$ cat src/rtl/seg7_scan_driver.sv
// seg7_scan_driver: time-multiplexed driver for NUM_DIGITS common-anode
// seven-segment digits. Inputs are captured into a pending buffer on load and
// promoted to the active buffer only at frame boundaries, so a frame never
// shows a mix of old and new values. Segments, decimal point and anodes are
// all active low, and every output is registered.

module seg7_scan_driver #(
    parameter int NUM_DIGITS = 4,
    parameter int SCAN_DIV   = 50000,
    parameter int BLANK_CYC  = 500,
    parameter bit HEX_EN     = 1'b0
) (
    input  logic                    clk,
    input  logic                    rst_n,
    input  logic [4*NUM_DIGITS-1:0] digits,
    input  logic [NUM_DIGITS-1:0]   dp_in,
    input  logic [NUM_DIGITS-1:0]   blank_in,
    input  logic                    lz_en,
    input  logic                    load,
    output logic [6:0]              seg,
    output logic                    dp,
    output logic [NUM_DIGITS-1:0]   an,
    output logic                    frame_tick
);

    localparam int CNT_W = (SCAN_DIV > 1) ? $clog2(SCAN_DIV) : 1;
    localparam int IDX_W = (NUM_DIGITS > 1) ? $clog2(NUM_DIGITS) : 1;

    // Scan position
    logic [CNT_W-1:0] cnt_q, cnt_d;
    logic [IDX_W-1:0] idx_q, idx_d;
    logic             slot_wrap;
    logic             frame_end;

    // Pending (written by load) and active (displayed) buffers
    logic [4*NUM_DIGITS-1:0] pend_digits_q, act_digits_q;
    logic [NUM_DIGITS-1:0]   pend_dp_q,     act_dp_q;
    logic [NUM_DIGITS-1:0]   pend_blank_q,  act_blank_q;
    logic                    pend_lz_q,     act_lz_q;

    // Per-digit darkness and the digit currently being scanned
    logic [NUM_DIGITS-1:0] dark_vec;
    logic [3:0]            digit_code;
    logic                  digit_supp;
    logic                  chain_clear;
    logic [3:0]            cur_code;
    logic                  cur_dark;
    logic                  cur_dp;
    logic                  ghost;

    // Registered outputs
    logic [6:0]            seg_q, seg_d;
    logic                  dp_q, dp_d;
    logic [NUM_DIGITS-1:0] an_q, an_d;
    logic                  frame_tick_q;

    // Active-low gfedcba glyphs; hex letters only when HEX_EN is set.
    function automatic logic [6:0] glyph(input logic [3:0] code);
        logic [6:0] g;
        case (code)
            4'h0:    g = 7'b1000000;
            4'h1:    g = 7'b1111001;
            4'h2:    g = 7'b0100100;
            4'h3:    g = 7'b0110000;
            4'h4:    g = 7'b0011001;
            4'h5:    g = 7'b0010010;
            4'h6:    g = 7'b0000010;
            4'h7:    g = 7'b1111000;
            4'h8:    g = 7'b0000000;
            4'h9:    g = 7'b0010000;
            4'hA:    g = HEX_EN ? 7'b0001000 : 7'h7F;
            4'hB:    g = HEX_EN ? 7'b0000011 : 7'h7F;
            4'hC:    g = HEX_EN ? 7'b1000110 : 7'h7F;
            4'hD:    g = HEX_EN ? 7'b0100001 : 7'h7F;
            4'hE:    g = HEX_EN ? 7'b0000110 : 7'h7F;
            default: g = HEX_EN ? 7'b0001110 : 7'h7F;
        endcase
        return g;
    endfunction

    // Next scan position: slot counter wraps, digit index advances on wrap.
    always_comb begin
        // NOTE: every combinational output gets a default first so no path leaves it unassigned (no latch).
        cnt_d     = cnt_q + CNT_W'(1);
        idx_d     = idx_q;
        slot_wrap = (cnt_q == CNT_W'(SCAN_DIV - 1));
        frame_end = slot_wrap && (idx_q == IDX_W'(NUM_DIGITS - 1));
        if (slot_wrap) begin
            cnt_d = '0;
            idx_d = frame_end ? '0 : idx_q + IDX_W'(1);
        end
    end

    // Darkness per digit; zero suppression walks from the most significant
    // digit down and stops at the first digit that is neither blank nor a
    // suppressed zero. Digit 0 is never suppressed.
    always_comb begin
        dark_vec    = '0;
        digit_code  = '0;
        digit_supp  = 1'b0;
        chain_clear = 1'b1;
        for (int i = NUM_DIGITS - 1; i >= 0; i--) begin
            digit_code  = act_digits_q[4*i +: 4];
            digit_supp  = act_lz_q && (digit_code == 4'd0) && (i > 0) && chain_clear;
            dark_vec[i] = act_blank_q[i] || (!HEX_EN && (digit_code >= 4'd10)) || digit_supp;
            chain_clear = chain_clear && (act_blank_q[i] || digit_supp);
        end
    end

    // Select the scanned digit and form the next output values.
    always_comb begin
        cur_code = '0;
        cur_dark = 1'b1;
        cur_dp   = 1'b0;
        for (int i = 0; i < NUM_DIGITS; i++) begin
            if (idx_q == IDX_W'(i)) begin
                cur_code = act_digits_q[4*i +: 4];
                cur_dark = dark_vec[i];
                cur_dp   = act_dp_q[i] && !act_blank_q[i];
            end
        end
        // Segments and dp are also held dark while anodes are off so no
        // stale glyph bleeds into the next digit.
        ghost = (int'(cnt_q) < BLANK_CYC);
        seg_d = (ghost || cur_dark) ? 7'h7F : glyph(cur_code);
        dp_d  = !(cur_dp && !ghost);
        an_d  = ghost ? '1 : ~(NUM_DIGITS'(1) << idx_q);
    end

    // Scan counter and digit index.
    always_ff @(posedge clk or negedge rst_n) begin
        if (!rst_n) begin
            cnt_q <= '0;
            idx_q <= '0;
        end else begin
            // NOTE: sequential state uses non-blocking assignments so all registers update together.
            cnt_q <= cnt_d;
            idx_q <= idx_d;
        end
    end

    // Double buffer: load fills pending; the frame boundary commits to active,
    // taking a coincident load directly.
    always_ff @(posedge clk or negedge rst_n) begin
        if (!rst_n) begin
            // NOTE: the buffers are reset to a blank display because the first frame must be dark.
            pend_digits_q <= '0;
            pend_dp_q     <= '0;
            pend_blank_q  <= '1;
            pend_lz_q     <= 1'b0;
            act_digits_q  <= '0;
            act_dp_q      <= '0;
            act_blank_q   <= '1;
            act_lz_q      <= 1'b0;
        end else begin
            if (load) begin
                pend_digits_q <= digits;
                pend_dp_q     <= dp_in;
                pend_blank_q  <= blank_in;
                pend_lz_q     <= lz_en;
            end
            if (frame_end) begin
                act_digits_q <= load ? digits   : pend_digits_q;
                act_dp_q     <= load ? dp_in    : pend_dp_q;
                act_blank_q  <= load ? blank_in : pend_blank_q;
                act_lz_q     <= load ? lz_en    : pend_lz_q;
            end
        end
    end

    // Output registers: one cycle behind the scan position.
    always_ff @(posedge clk or negedge rst_n) begin
        if (!rst_n) begin
            seg_q        <= 7'h7F;
            dp_q         <= 1'b1;
            an_q         <= '1;
            frame_tick_q <= 1'b0;
        end else begin
            seg_q        <= seg_d;
            dp_q         <= dp_d;
            an_q         <= an_d;
            frame_tick_q <= frame_end;
        end
    end

    assign seg        = seg_q;
    assign dp         = dp_q;
    assign an         = an_q;
    assign frame_tick = frame_tick_q;

endmodule

$ cat config.mk
export PLATFORM = sky130hd
export DESIGN_NAME = seg7_scan_driver
export DESIGN_NICKNAME = d
export VERILOG_FILES = /design/src/rtl/seg7_scan_driver.sv
export SDC_FILE = /design/constraint.sdc
export NUM_CORES = 1
export LEC_CHECK = 0
export ABC_AREA = 1
export CORE_MARGIN = 2
export CORE_UTILIZATION = 51
export DETAILED_ROUTE_END_ITERATION = 8
export HOLD_SLACK_MARGIN = 0.08
export PLACE_DENSITY = 0.76
export SLEW_MARGIN = 20
export SYNTH_ARGS = -nofsm -noshare
export SYNTH_HDL_FRONTEND = slang
export SYNTH_SLANG_ARGS = --single-unit
$ cat constraint.sdc
create_clock -name clk -period 1.9 [get_ports clk]
set_input_delay 0.19 -clock clk [delete_from_list [all_inputs] [get_ports clk]]
set_output_delay 0.19 -clock clk [all_outputs]
set_load 0.02 [all_outputs]
* Word level (Yosys, flattened, before mapping)
Memory sizes are Yosys's and may differ from the RTL's.
Cells that the tools add are included.
** Operators by class
- $lt $le $gt $ge :: 5
- Eq/ne operators :: 4
- Reduce and logical (&&, ||, !) cells :: 32
- Muxes and demuxes :: 20
- Bitwise logic cells :: 1
- Shift operators :: 1
- Add/subtract/negate cells :: 2
** Operators by type and width (number)
- two-way mux 16 bit :: 2
- two-way mux 4 bit :: 7
- adder 16 x 1 -> 16 bit, second input constant :: 1
- == test 16 bit, second input constant :: 1
- >= comparator 4 bit, second input constant :: 4
- < comparator 16 x 9 -> 1 bit, second input constant :: 1
- logical AND 1 bit :: 12
- logical NOT 4 bit :: 3
- logical OR 1 bit :: 10
- two-way mux 1 bit :: 9
- two-way mux 7 bit :: 1
- logical NOT 1 bit :: 6
- == test 2 bit, second input constant :: 2
- inverter 4 bit :: 1
- << shifter 1 x 2 -> 4 bit, first input constant :: 1
- adder 2 x 1 -> 2 bit, second input constant :: 1
- == test 2 x 1 -> 1 bit, second input constant :: 1
- logical NOT 2 bit :: 1
- two-way mux 2 bit :: 1
** Storage, ports and cells
- Memories kept :: 1
- Input bits :: 28
- Flip-flop bits (word level) :: 81
- Bits in read-only memories :: 112
- Output and inout bits :: 13
** Memory list
- (no name shown) :: words 16, bits a word 7, rd ports 1, clocked after memory_dff 0, wr ports 0, RTL line 60 : case (code)

* Depth between registers and ports, before layout
- Depth in word-level cells :: 13
- Gate-level depth with buffers :: 14
- Depth with buffers taken out :: 14

* Least setup slack after synthesis
No wires, ideal clock.
- Path kind :: flip-flop to flip-flop
- Start :: register idx_q[1]
- End :: register seg_q[3] (netlist: seg[3])
- Library setup time :: 66 ps
- Buffers on the path :: 1
- Data arrival time :: 1830 ps
- Slack :: 4 ps
- Stages on the path, launching flop included :: 13
- Cell sequence :: dfrtp_1 inv_1 ha_1 buf_2 o21ai_0 nand2_1 nand2_1 o21a_1 inv_1 ha_1 o21ai_0 nand2_1 nand3_1
** On the way
- Longest elaborated chain between the ends :: 7
- Elaborated cells on any way between the ends :: 15
** RTL lines
- from (decl) :: RTL line 31 : logic [IDX_W-1:0] idx_q, idx_d;
- from (signal assigned) :: RTL line 138 : idx_q <= idx_d;
- logical NOT 2 bit :: RTL line 116 : if (idx_q == IDX_W'(i)) begin
- two-way mux 4 bit / two-way mux 1 bit (equally long branches) (4 in a row) :: RTL line 116
- memory (16 x 7 bit) / logical OR 1 bit (equally long branches)
- two-way mux 7 bit (*) :: RTL line 125 : seg_d = (ghost || cur_dark) ? 7'h7F : glyph(cur_code);
- net seg_d[3] :: RTL line 52 : logic [6:0] seg_q, seg_d;
- to (signal assigned) :: RTL line 179 : seg_q <= seg_d;
- to (decl) :: RTL line 52
Mark *: on every way through the listed nets, which the timed path passes. The rest lies on a longest branch.
A chain may end at the register's enable or synchronous reset.

* Final worst setup path
- Start :: register idx_q[0]
- End :: register seg_q[4] (netlist: seg[4])
The elaborated chain is that of the path after synthesis.

==> run metrics <==
Top Family by Delay on Critical Path simple AND/OR/NAND/NOR gates; net load switching power 0.765 mW; Pint 2.61 mW; Via Count slightly above 3k; status finished clean; CP most frequent cell nand2_1; fin crit period 1.90 ns; Post-Synth Adder-Cell Area 0.0329; kind of critical path flop to flop; distinct cell type count after synthesis 36; Core Region 0.00725 mm^2; first drt pass iteration count 4; mean post-synth cell area around 8.4 um^2; WL/cell 13.2 um; Max Fclk between 0.5 and 0.6 GHz; Pwr Density 706 mW/mm^2; Crit-path slowest cell dfrtp_1; delay of the slowest critical-path stage 0.41 ns; clock skew 0.00932 ns; post-synthesis sequential area ratio 0.539; Setup TNS Final 0 ns; Via density about 5; Post-Synth Simple-Gate Area 0.295; Peak supply drop 0.000613 V; Seq cells post-synth 81; share of layout cells above drive strength 1 0.182; Leakage around 2.3 nW; placer congestion estimate 0.864; Nets 554; Slew Limit Fails 0; starting density of the core 0.525; Critical Path AT 2.17 ns; MaxCap Viol Count 0; Synth Flop Type dfrtp_1; cell taking the most area after synthesis dfrtp_1; clock latency on the worst-skew pair 0.35 ns; Clock Tree Root clkbuf_8; largest family of logic cells by synthesized area simple AND/OR/NAND/NOR gates; CTS tree yes; HPWL Detailed 5900 um; total grt overflow 0; number of enable flip-flop cells after synthesis 0; dominant cells by area after synthesis dfrtp_1 40%, nand2_1 20%, dfstp_2 14%; worst-path maximum fanout 6; final setup violation count 0; Net Sw Frac 0.227; largest net degree at the start of global routing 47; Async SR Flop Fraction 1.00; n_diodes 0; area share of the largest cell type after synthesis 0.401; CTS sink count 81; Critical Path RT 2.18 ns; P&R area growth vs syn 25.4%; # rows 31; xor/xnor share of the synthesized area 0.0207; GRT Total Usage 0.215; die footprint 0.00817 mm^2; Buf+Inv Stages, Crit Path 2; Post-Syn Nets between 400 and 500; initial DRC count 142; RSZ-0062 raised after global routing true; final period utilization 0.998; Synth warnings 0; critical path, cell by cell buf_4, ha_2, a21oi_1, nand2_1, o21a_1, inv_2, ha_4, nand2_1, or2_0, nand2_1, nand3_1; slew at the pin with the worst max-slew slack 0.462 ns; Synth Instances ~450; Post-synth top cells 203 x nand2_1, 61 x dfrtp_1, 31 x inv_1; Final Util 0.658; die width 90.4 um; Num CTS Buffers 9; Hold Fails Final Rpt 0; clock power share 0.420; Reg clk slew, reported paths 0.08 ns; mux contribution to synthesized area 0; global-route wire length before repair 14200 um; drt drc 0; I/O Buffers 40; Routed WL between 8000 and 9000 um; compound-gate portion of the synthesized area 0.0572; cell with the most instances after synthesis nand2_1; sequential share of power 0.530; CTS max path bufs 2; Worst Setup Start Kind flop; Fill cells 620; reg-to-reg startpoint idx_q[0]$_DFFE_PN0P_; vias in the first global route 3092; antenna viol nets, final 0; CTS HTree Levels 3; logic gate share of total power 0.050; Hold Crit Class input pin to asynchronous set/reset pin; Rel. slew slack 0.692; crit end category flop; Netlist Area Pre-Place 0.00381 mm^2; # IOs 41; crit path launch idx_q[0]$_DFFE_PN0P_; die height between 90 and 100 um; initial antenna violation count 0
path summary, 6_finish.rpt:
path	endpoint	slack, ns	cells after the start
setup / recovery	seg[4]$_DFF_PN1_	0.003	11
setup reg to reg	seg[4]$_DFF_PN1_	0.003	11
hold / removal	cnt_q[5]$_DFF_PN0_	0.33	2
min in group clk	pend_blank_q[0]$_DFF_PN1_	0.36	3
hold reg to reg	cnt_q[0]$_DFF_PN0_	0.47	1
max in group asynchronous	pend_blank_q[0]$_DFF_PN1_	0.92	3
layout make-up:
type	instances	area (um^2)	share of cell area
sequential	81	2050	0.430
tap	99	124	0.0259
multi-input combinational	324	1630	0.341
inverter	35	131	0.0275
clock buffer	9	124	0.0259
clock inverter	7	101	0.0212
timing repair buffer	65	617	0.129
per-layer routing:
layer / wire, um / GRT usage / part of all wire / up-vias
li1: - / - / - / 1557
met1: 3660 / 0.279 / 0.45 / 1468
met2: 4030 / 0.362 / 0.49 / 69
met3: 368 / 0.0509 / 0.045 / 14
met4: 146 / 0.0654 / 0.018 / 0
met5: 0 / 0 / 0 / -
cells by family (layout without fill, tap and decap cells):
| group | count (synthesis) | count (layout) |
|---|---|---|
| xor+xnor | 9 | 9 |
| compound gates | 35 | 35 |
| buf+inv | 47 | 116 |
| simple gates | 270 | 270 |
| fa+ha+maj | 10 | 10 |
| flops | 81 | 81 |
through the flow:
step                hold WS, ns  worst slack [ns]  instances  total power [mW]  cell area [um^2]
finish                    0.331           0.00328        620              3.37              4780
global route              0.381           -0.0830        620              3.50              4780
CTS                       0.343          -0.00634        618              3.41              4680
detailed placement        0.175           -0.0777        599              1.99              4430
global placement          0.172            0.0223        599              1.99              4430
floorplan                -0.106           0.00414        452              1.88              3810
layout by cell type, fill, tap and decap left out, drive strengths merged:
master	instances
nand2	203
nor4	4
nor3	4
xnor2	1
a21oi	10
a21boi	1
bufinv	2
dlygate4sd3	1
clkdlybuf4s50	39
ha	10
or2	4
a32oi	1
nand3b	1
buf	25
o221ai	1
o21a	1
nand3	27
nor2	25
dfstp	20
clkbuf	9
nand4	2
o21bai	1
xor2	8
inv	38
dfrtp	61
o211ai	3
clkinvlp	1
clkinv	1
o21ai	16
o211a	1
power groups by stage:
stage | sequential (mW) | clock, mW | combinational [mW]
final | 1.79 | 1.42 | 0.169
after detailed placement | 1.82 | 0 | 0.172
after floorplan | 1.82 | 0 | 0.0638
after global routing | 1.79 | 1.51 | 0.196
after global placement | 1.82 | 0 | 0.169
after CTS | 1.79 | 1.45 | 0.174
repair_timing:
| action | in CTS | in global routing |
|---|---|---|
| hold buffers | 1 | 0 |
| hold endpoints to repair | 23 | 0 |
| pin swaps | 0 | 5 |
| gates resized for setup | 7 | 19 |
| endpoints found under the setup margin | 5 | 7 |
| setup buffers | 2 | 2 |
flip-flops by register name, summed over array words and instances (netlist names):
| name | count |
|---|---|
| dp | 1 |
| seg | 7 |
| act_blank_q | 4 |
| idx_q | 2 |
| act_digits_q | 16 |
| frame_tick | 1 |
| act_dp_q | 4 |
| pend_blank_q | 4 |
| pend_digits_q | 16 |
| cnt_q | 16 |
| pend_dp_q | 4 |
| pend_lz_q | 1 |
| an | 4 |
| act_lz_q | 1 |
Note: power is estimated with default switching activity, not from simulation.
